<file path="src/rtl/vga_scan_engine.sv">
// VGA scan engine: programmable sync timing, scaled framebuffer addressing and
// sync/DE/RGB outputs delay-matched to the framebuffer read latency.
module vga_scan_engine #(
  parameter int          H_ACTIVE   = 640,
  parameter int          H_FP       = 16,
  parameter int          H_SYNC     = 96,
  parameter int          H_BP       = 48,
  parameter int          V_ACTIVE   = 480,
  parameter int          V_FP       = 10,
  parameter int          V_SYNC     = 2,
  parameter int          V_BP       = 33,
  parameter bit          HS_POL     = 1'b0,
  parameter bit          VS_POL     = 1'b0,
  parameter int          FB_W       = 320,
  parameter int          FB_H       = 240,
  parameter int          SCALE_LOG2 = 1,
  parameter int          RD_LAT     = 1,
  parameter int          ADDR_W     = 19,
  parameter logic [11:0] BORDER     = 12'h000
) (
  input  logic              clk,
  input  logic              rst,
  input  logic              pix_ce,
  output logic [ADDR_W-1:0] fb_addr,
  output logic              fb_en,
  input  logic [11:0]       fb_data,
  output logic              hsync,
  output logic              vsync,
  output logic              de,
  output logic [3:0]        vgared,
  output logic [3:0]        vgagreen,
  output logic [3:0]        vgablue,
  output logic              frame_start
);

  localparam int H_TOTAL  = H_ACTIVE + H_FP + H_SYNC + H_BP;
  localparam int V_TOTAL  = V_ACTIVE + V_FP + V_SYNC + V_BP;
  localparam int HW       = $clog2(H_TOTAL);
  localparam int VW       = $clog2(V_TOTAL);
  localparam int H_WIN    = FB_W << SCALE_LOG2;
  localparam int V_WIN    = FB_H << SCALE_LOG2;
  localparam int SMASK    = (1 << SCALE_LOG2) - 1;
  localparam int HS_START = H_ACTIVE + H_FP;
  localparam int VS_START = V_ACTIVE + V_FP;

  localparam int F_ACT = 0;
  localparam int F_WIN = 1;
  localparam int F_HS  = 2;
  localparam int F_VS  = 3;
  localparam int F_FS  = 4;

  logic [HW-1:0]     h_q, h_d;
  logic [VW-1:0]     v_q, v_d;
  logic [ADDR_W-1:0] lineBase_q, lineBase_d;
  logic [ADDR_W-1:0] colOff_q, colOff_d;
  logic [ADDR_W-1:0] fbAddr_q;
  logic              fbEn_q;
  logic [4:0]        flags_q, flags_d;
  logic [4:0]        pipe_q [RD_LAT];
  logic [4:0]        outFlags;
  logic [31:0]       hx, vx;
  logic              hWrap, vWrap, rawActive, rawWindow;
  logic              hsync_q, vsync_q, de_q, fs_q;
  logic [11:0]       rgb_q;

  always_comb begin
    hx        = 32'(h_q);
    vx        = 32'(v_q);
    hWrap     = (hx == H_TOTAL - 1);
    vWrap     = (vx == V_TOTAL - 1);
    rawActive = (hx < H_ACTIVE) && (vx < V_ACTIVE);
    rawWindow = rawActive && (hx < H_WIN) && (vx < V_WIN);
    flags_d   = '0;
    flags_d[F_ACT] = rawActive;
    flags_d[F_WIN] = rawWindow;
    flags_d[F_HS]  = (hx >= HS_START) && (hx < HS_START + H_SYNC);
    flags_d[F_VS]  = (vx >= VS_START) && (vx < VS_START + V_SYNC);
    flags_d[F_FS]  = (hx == 0) && (vx == 0);

    h_d = hWrap ? '0 : h_q + 1'b1;
    v_d = v_q;
    if (hWrap) v_d = vWrap ? '0 : v_q + 1'b1;

    // Column offset steps once per replicated source pixel; line base steps
    // once per replicated source line, so no multiplier is needed.
    colOff_d = colOff_q;
    if (hWrap)
      colOff_d = '0;
    else if ((hx < H_WIN) && ((hx & SMASK) == SMASK))
      colOff_d = colOff_q + 1'b1;

    lineBase_d = lineBase_q;
    if (hWrap) begin
      if (vWrap)
        lineBase_d = '0;
      else if ((vx < V_WIN) && ((vx & SMASK) == SMASK))
        lineBase_d = lineBase_q + ADDR_W'(FB_W);
    end
  end

  // Stage 0: fb_addr/fb_en describe the pixel consumed on this pix_ce edge.
  always_ff @(posedge clk) begin
    if (rst) begin
      h_q        <= '0;
      v_q        <= '0;
      lineBase_q <= '0;
      colOff_q   <= '0;
      fbAddr_q   <= '0;
      fbEn_q     <= 1'b0;
      flags_q    <= '0;
    end else if (pix_ce) begin
      h_q        <= h_d;
      v_q        <= v_d;
      lineBase_q <= lineBase_d;
      colOff_q   <= colOff_d;
      fbEn_q     <= rawWindow;
      if (rawWindow) fbAddr_q <= lineBase_q + colOff_q;
      flags_q    <= flags_d;
    end else begin
      flags_q[F_FS] <= 1'b0;
    end
  end

  always_ff @(posedge clk) begin
    if (rst) begin
      for (int i = 0; i < RD_LAT; i++) pipe_q[i] <= '0;
    end else begin
      pipe_q[0] <= flags_q;
      for (int i = 1; i < RD_LAT; i++) pipe_q[i] <= pipe_q[i-1];
    end
  end

  assign outFlags = pipe_q[RD_LAT-1];

  always_ff @(posedge clk) begin
    if (rst) begin
      hsync_q <= ~HS_POL;
      vsync_q <= ~VS_POL;
      de_q    <= 1'b0;
      fs_q    <= 1'b0;
      rgb_q   <= '0;
    end else begin
      hsync_q <= outFlags[F_HS] ? HS_POL : ~HS_POL;
      vsync_q <= outFlags[F_VS] ? VS_POL : ~VS_POL;
      de_q    <= outFlags[F_ACT];
      fs_q    <= outFlags[F_FS];
      if (!outFlags[F_ACT])
        rgb_q <= '0;
      else if (outFlags[F_WIN])
        rgb_q <= fb_data;
      else
        rgb_q <= BORDER;
    end
  end

  assign fb_addr     = fbAddr_q;
  assign fb_en       = fbEn_q;
  assign hsync       = hsync_q;
  assign vsync       = vsync_q;
  assign de          = de_q;
  assign frame_start = fs_q;
  assign {vgared, vgagreen, vgablue} = rgb_q;

endmodule

</file>
<file path="config.mk">
export PLATFORM = sky130hd
export DESIGN_NAME = vga_scan_engine
export DESIGN_NICKNAME = d
export VERILOG_FILES = /design/src/rtl/vga_scan_engine.sv
export SDC_FILE = /design/constraint.sdc
export NUM_CORES = 1
export LEC_CHECK = 0
export BUFFER_PORTS_ARGS = -buffer_cell sky130_fd_sc_hd__buf_2
export CAP_MARGIN = 0
export CORE_UTILIZATION = 50
export DETAILED_ROUTE_END_ITERATION = 10
export PLACE_DENSITY = 0.7
export SETUP_SLACK_MARGIN = 0.02
export SLEW_MARGIN = 0
export SYNTH_ARGS = -nofsm -noshare
export SYNTH_HDL_FRONTEND = slang
export SYNTH_SLANG_ARGS = --single-unit
</file>
<file path="constraint.sdc">
create_clock -name clk -period 2.6 [get_ports clk]
set_input_delay 0.26 -clock clk [delete_from_list [all_inputs] [get_ports clk]]
set_output_delay 0.26 -clock clk [all_outputs]
set_load 0.05 [all_outputs]
</file>
==> metrics.cfg, run 1 <==
[status]
outcome = complete, no violations

[synth]
synth_top_cell_by_area = dfxtp_1
ys.warnings.count = 0
synth_seq_cells = 95
ys.flop_type = dfxtp_1
ys_top_cells_by_area = dfxtp_1 43%, ha_1 5.4%, nor2_1 4.3%, a21oi_1 4.2%, xor2_1 4.0%
syn_nets = 535
syn_area_um2 = 4410
async_flop_share = 0
yosysMostFrequentCell = dfxtp_1
postSynthCellCount = 501
syn_area_per_cell_um2 = 8.80
synthTopCellsByCount = 95 x dfxtp_1, 50 x nor2_1, 43 x nand2_1
synth_edf_count = 0
yosys.area.top_type_share = 0.431
synth_cell_types = 53
ys_seq_area_frac = 0.431

[clocking]
clock_latency_ns = 0.36
clock-sinks = 95
cts_tree = built
cts_buffer_depth = 2
cts_buffers = 9
clk_pin_slew_ns = 0.10
cts-htree-levels = 3
ctsHoldBuffers = 0
root_buffer = clkbuf_8
cts_resized = 0
cts_setup_buffers = 0

[hold_path]
hold_path_class = in -> reg
holdPathEnd = rgb_q[5]
holdPathStages = 2
min_from = fb_data[5]

[timing]
finalCritPeriodShare = 0.938
tns_ns = 0
fin_crit_ns = 2.44
fin_worst_skew_ns = 0.0138
tightest_slew_ns = 0.705
rsz0062_at_grt = no
hold_ws_ns = 0.0872
max_freq_mhz = 410
max_slew_margin = 0.518
report.final.setup_viol = 0
hold_violations = 0
slew_viol_final = 0

[power]
pwr-share-comb = 0.052
power_mw = 2.60
p_sw_frac = 0.244
seqPwrFrac = 0.568
clock_power_share = 0.379
net-switching-power_mw = 0.633
p_leak_nw = 2.00
internal_power_mw = 1.96
vdd_drop_max_v = 0.000267
power.density_nw_per_um2 = 517

[setup_path]
critPathCaptureType = flip-flop
r2r_start = lineBase_q[10]
path_max_fanout = 6
reg2reg_to = fb_addr[15]
cp.required_ns = 2.84
arrival_ns = 2.68
ff2ff_path_depth = 6
cp-start-kind = flip-flop
crit_type = reg -> reg
r2r_slack_ns = 0.16

[global_routing]
met2_usage = 0.370
overflow = 0
grt_usage = 0.229
grt_util_met1 = 0.307
grt_pass1_wl_um = 16400
grt.busiest_layer = met2
met3_usage = 0.0355
grt_max_degree = 36
antenna_found_initial = 0
first_global_vias = 3509

[routing]
routedWlPerCell_um = 14.5
vias = 3764
ant_nets = 0
first_pass_iters = 5
drt-initial-drc-count = 202
viasPerCell = 5.64
drcViolationCount = 0
totalWireLength_um = 9670

[placement]
gp_congestion = 0.899
io_buffers = 50
hpwlAfterDp_um = 7010

[run]
timing.max_cap.violations = 0

[layout]
syn_to_final_growth_pct = 13.8
drive_gt1_frac = 0.153
final_nets = 591
final_util = 0.599
n_antenna_cell = 0

[die]
die-area_um2 = 9200
die_y_um = 95.9
fp-row-count = 33
io_pins = 51
core_area_um2 = 8380
start_util = 0.526
die_w_um = 95.9

-- critical path, cell delays in order, from the launching register on --
cell and delay, ns:
dfxtp_1 0.36, ha_1 0.38, o21a_1 0.20, o21a_1 0.23, a2111oi_0 0.60, nor3_1 0.11, or3b_2 0.45
-- power groups by stage --
stage / logic [mW] / registers (mW) / clock network (mW)
5_1_grt: 0.148 / 1.48 / 1.07
3_5_place_dp: 0.136 / 1.51 / 0
4_1_cts: 0.137 / 1.48 / 1.00
3_3_place_gp: 0.135 / 1.51 / 0
2_1_floorplan: 0.0620 / 1.54 / 0
6_report: 0.136 / 1.48 / 0.985
-- how the worst max path moves through the flow --
| stage | from | endpoint | slack (ns) | depth (start not counted) |
|---|---|---|---|---|
| detailed placement | h_q[1] | lineBase_q[18] | 0.20 | 7 |
| CTS | h_q[1] | lineBase_q[18] | 0.19 | 7 |
| finish | lineBase_q[10] | fb_addr[15] | 0.16 | 6 |
| global placement | h_q[1] | lineBase_q[10] | 0.27 | 6 |
| floorplan | h_q[0] | lineBase_q[11] | 0.25 | 8 |
| global route | v_q[5] | lineBase_q[12] | 0.03 | 5 |
-- final cells by class --
cell class              count  area (µm²)
clock inverters             6        67.6
flip-flops and latches     95        1900
inverters                  13        48.8
repair buffers             67         378
multi-input cells         371        2370
fillers                   773        3360
well taps                 105         131
clock buffers              10         128
-- cell families after synthesis --
kind of cell,count (synthesis),share of synthesized area
adder cells (fa/ha/maj),19,0.0539
flip-flops,95,0.431
AND/OR/NAND/NOR,206,0.248
AO/OA/AOI/OAI,108,0.158
multiplexers,4,0.00936
buffers and inverters,35,0.0326
XOR/XNOR,34,0.0675
-- per-stage QoR --
step	setup slack [ns]	instances	instance area (µm²)
global route	0.0334	667	5020
floorplan	0.254	501	4410
CTS	0.186	667	5020
finish	0.162	667	5020
detailed placement	0.202	651	4820
global placement	0.266	651	4820
-- state kept, by name (all words and copies together), names as in the netlist, 4 cells and up --
name / count
fb_addr: 19
lineBase_q: 13
flags_q: 4
v_q: 10
colOff_q: 19
h_q: 10
pipe_q: 4
rgb_q: 12
-- routing by layer --
metal  vias up  wire (µm)
met5         -          0
met4         0        147
met3        14        391
met2        91       4400
li1       1913          -
met1      1746       4730
-- cell usage in the layout (no fill, tap or decap), drive strengths merged, types with 5 or more instances in the layout --
| cell type | instances |
|---|---|
| o31ai | 6 |
| a21o | 5 |
| dfxtp | 95 |
| buf | 67 |
| nand3b | 5 |
| or3 | 9 |
| nand2b | 5 |
| clkbuf | 10 |
| a2111oi | 8 |
| a211oi | 5 |
| xor2 | 20 |
| nor2 | 50 |
| inv | 15 |
| ha | 19 |
| or4 | 7 |
| o21ai | 20 |
| and2 | 16 |
| a21oi | 37 |
| nor3 | 8 |
| nor2b | 8 |
| nand4 | 12 |
| nand3 | 15 |
| nand2 | 43 |
| xnor2 | 14 |
| and3 | 12 |
No activity file was read; power rests on OpenSTA's default activity.
==> inputs of run 2 (changes only) <==
==> constraint.sdc (replaced) <==
create_clock -name clk -period 2.6 [get_ports clk]
set_input_delay 0.13 -clock clk [delete_from_list [all_inputs] [get_ports clk]]
set_output_delay 0.13 -clock clk [all_outputs]
set_load 0.05 [all_outputs]
==> run 2 against run 1 <==
Net effect:
- critical path depth is 1 higher
- clock skew is 0.00094 ns lower
- maximum frequency is 2.0% higher
- setup slack better by 0.049 ns
- non-clock buffer count is 12 higher
- sequential cell count stayed put
- count of clock-buffer cells in the layout stayed put
- die area stayed put
- sequential power hardly changed
- hold slack better by 0.13 ns
- critical endpoint is now colOff_q[18]
==> metrics.cfg, run 2 (synthesized netlist as in run 1, its figures left out) <==
[status]
outcome = complete, no violations

[die]
die_w_um = 95.9  ; unchanged
die-area_um2 = 9200  ; unchanged
fp-row-count = 33  ; unchanged
core_area_um2 = 8380  ; unchanged
io_pins = 51  ; unchanged
start_util = 0.526  ; unchanged
die_y_um = 95.9  ; unchanged

[clocking]
cts-htree-levels = 3  ; unchanged
clock-sinks = 95  ; unchanged
clk_pin_slew_ns = 0.08  ; -0.02 ns
cts_buffer_depth = 2  ; unchanged
root_buffer = clkbuf_8
cts_setup_buffers = 0  ; unchanged
cts_buffers = 9  ; unchanged
cts_tree = built
clock_latency_ns = 0.36  ; about the same

[power]
power.density_nw_per_um2 = 489  ; -5.4%
vdd_drop_max_v = 0.000273  ; +2.1%
p_leak_nw = 2.04  ; +2.0%

[setup_path]
path_max_fanout = 11  ; +5
cp.required_ns = 2.89  ; +0.05 ns
arrival_ns = 2.68  ; about the same
crit_type = reg -> reg
setup.worst_path.start = h_q[1]
r2r_start = h_q[1]
critPathCaptureType = flip-flop
cp-start-kind = flip-flop

[global_routing]
antenna_found_initial = 0  ; unchanged
grt_pass1_wl_um = 16300  ; -0.21%
first_global_vias = 3602  ; +2.7%
overflow = 0  ; unchanged
grt_max_degree = 37  ; +2.8%
grt_usage = 0.229  ; +0.000244

[layout]
n_antenna_cell = 0  ; unchanged
final_cell_mix = 95 x dfxtp_1, 50 x nor2_1, 50 x buf_2
drive_gt1_frac = 0.152  ; -0.00146
instances_no_fill = 679  ; +1.8%
final_nets = 603  ; +2.0%
layout_commonest_cell = dfxtp_1
syn_to_final_growth_pct = 16.2

[timing]
fin_worst_skew_ns = 0.0129  ; -0.000938 ns
report.final.setup_viol = 0  ; unchanged
rsz0062_at_grt = no
finalCritPeriodShare = 0.919  ; -0.0187
hold_ws_ns = 0.213  ; +0.126 ns
max_freq_mhz = 418  ; +2.0%
tightest_slew_ns = 0.636  ; -0.0690 ns
fin_crit_ns = 2.39  ; -0.0485 ns
hold_violations = 0  ; unchanged
max_slew_margin = 0.570  ; +0.0528
slew_viol_final = 0  ; unchanged
tns_ns = 0  ; unchanged

[placement]
io_buffers = 50  ; unchanged
dp_cells = 651  ; unchanged
hpwlAfterDp_um = 7180  ; +2.4%
gp_congestion = 0.881  ; -2.1%

[run]
timing.max_cap.violations = 0  ; unchanged

[routing]
first_pass_iters = 4  ; -1
totalWireLength_um = 9970  ; +3.1%
viasPerCell = 5.72  ; +1.4%
ant_nets = 0  ; unchanged
drcViolationCount = 0  ; unchanged
drt-initial-drc-count = 168  ; -17%
vias = 3886  ; +3.2%
routedWlPerCell_um = 14.7  ; +1.3%

[hold_path]
min_from = pix_ce
hold_path_class = in -> reg

==> run 2: where the power goes <==
part           total [mW]  switching [mW]  leakage (nW)  internal (mW)
logic               0.152          0.0955          1.19         0.0563
registers            1.48         0.00733         0.767           1.47
clock network       0.880           0.527        0.0829          0.353
total                2.51           0.630          2.04           1.88
==> run 2: worst paths after layout <==
kind,endpoint,slack (ns),cells after the start
worst max-delay path,colOff_q[18],0.21,7
worst min register to register,hsync,0.38,1
worst max register to register,colOff_q[18],0.21,7
worst min-delay path,h_q[0],0.21,3
==> run 2: critical path, stage by stage (launching register included) <==
cell     delay (ns)
dfxtp_1        0.38
ha_1           0.23
nand4_4        0.16
or4_4          0.53
buf_4          0.19
a21o_1         0.24
or4_1          0.42
a21oi_1        0.17
==> run 2: area by class of cell <==
type                            instances  area [µm²]
Timing Repair Buffer                   79         498
Inverter                               13        48.8
Clock inverter                          6        46.3
Multi-Input combinational cell        371        2370
Sequential cell                        95        1900
Fill cell                             769        3260
Tap cell                              105         131
Clock buffer                           10         128
==> run 2: metrics by stage <==
| step | utilization | cell area, µm² | setup slack (ns) | power, mW |
|---|---|---|---|---|
| after global routing | 0.611 | 5120 | 0.0613 | 2.61 |
| after detailed placement | 0.576 | 4820 | 0.192 | 1.65 |
| final | 0.611 | 5120 | 0.210 | 2.51 |
| after floorplan | - | 4410 | 0.254 | 1.60 |
| after CTS | 0.611 | 5120 | 0.165 | 2.53 |
| after global placement | 0.576 | 4820 | 0.282 | 1.64 |
==> run 2: what timing repair did <==
item,in CTS,in global routing
endpoints found under the setup margin,0,3
hold buffers,12,0
gates resized for setup,0,3
endpoints found under the hold margin,12,0
==> run 2: routing by layer <==
| layer | track usage | part of all wire | vias to the layer above | routed length [µm] |
|---|---|---|---|---|
| li1 | - | - | 1938 | - |
| met5 | 0 | 0 | - | 0 |
| met3 | 0.0442 | 0.034 | 11 | 337 |
| met4 | 0.0883 | 0.014 | 0 | 143 |
| met2 | 0.386 | 0.48 | 62 | 4830 |
| met1 | 0.290 | 0.47 | 1875 | 4660 |
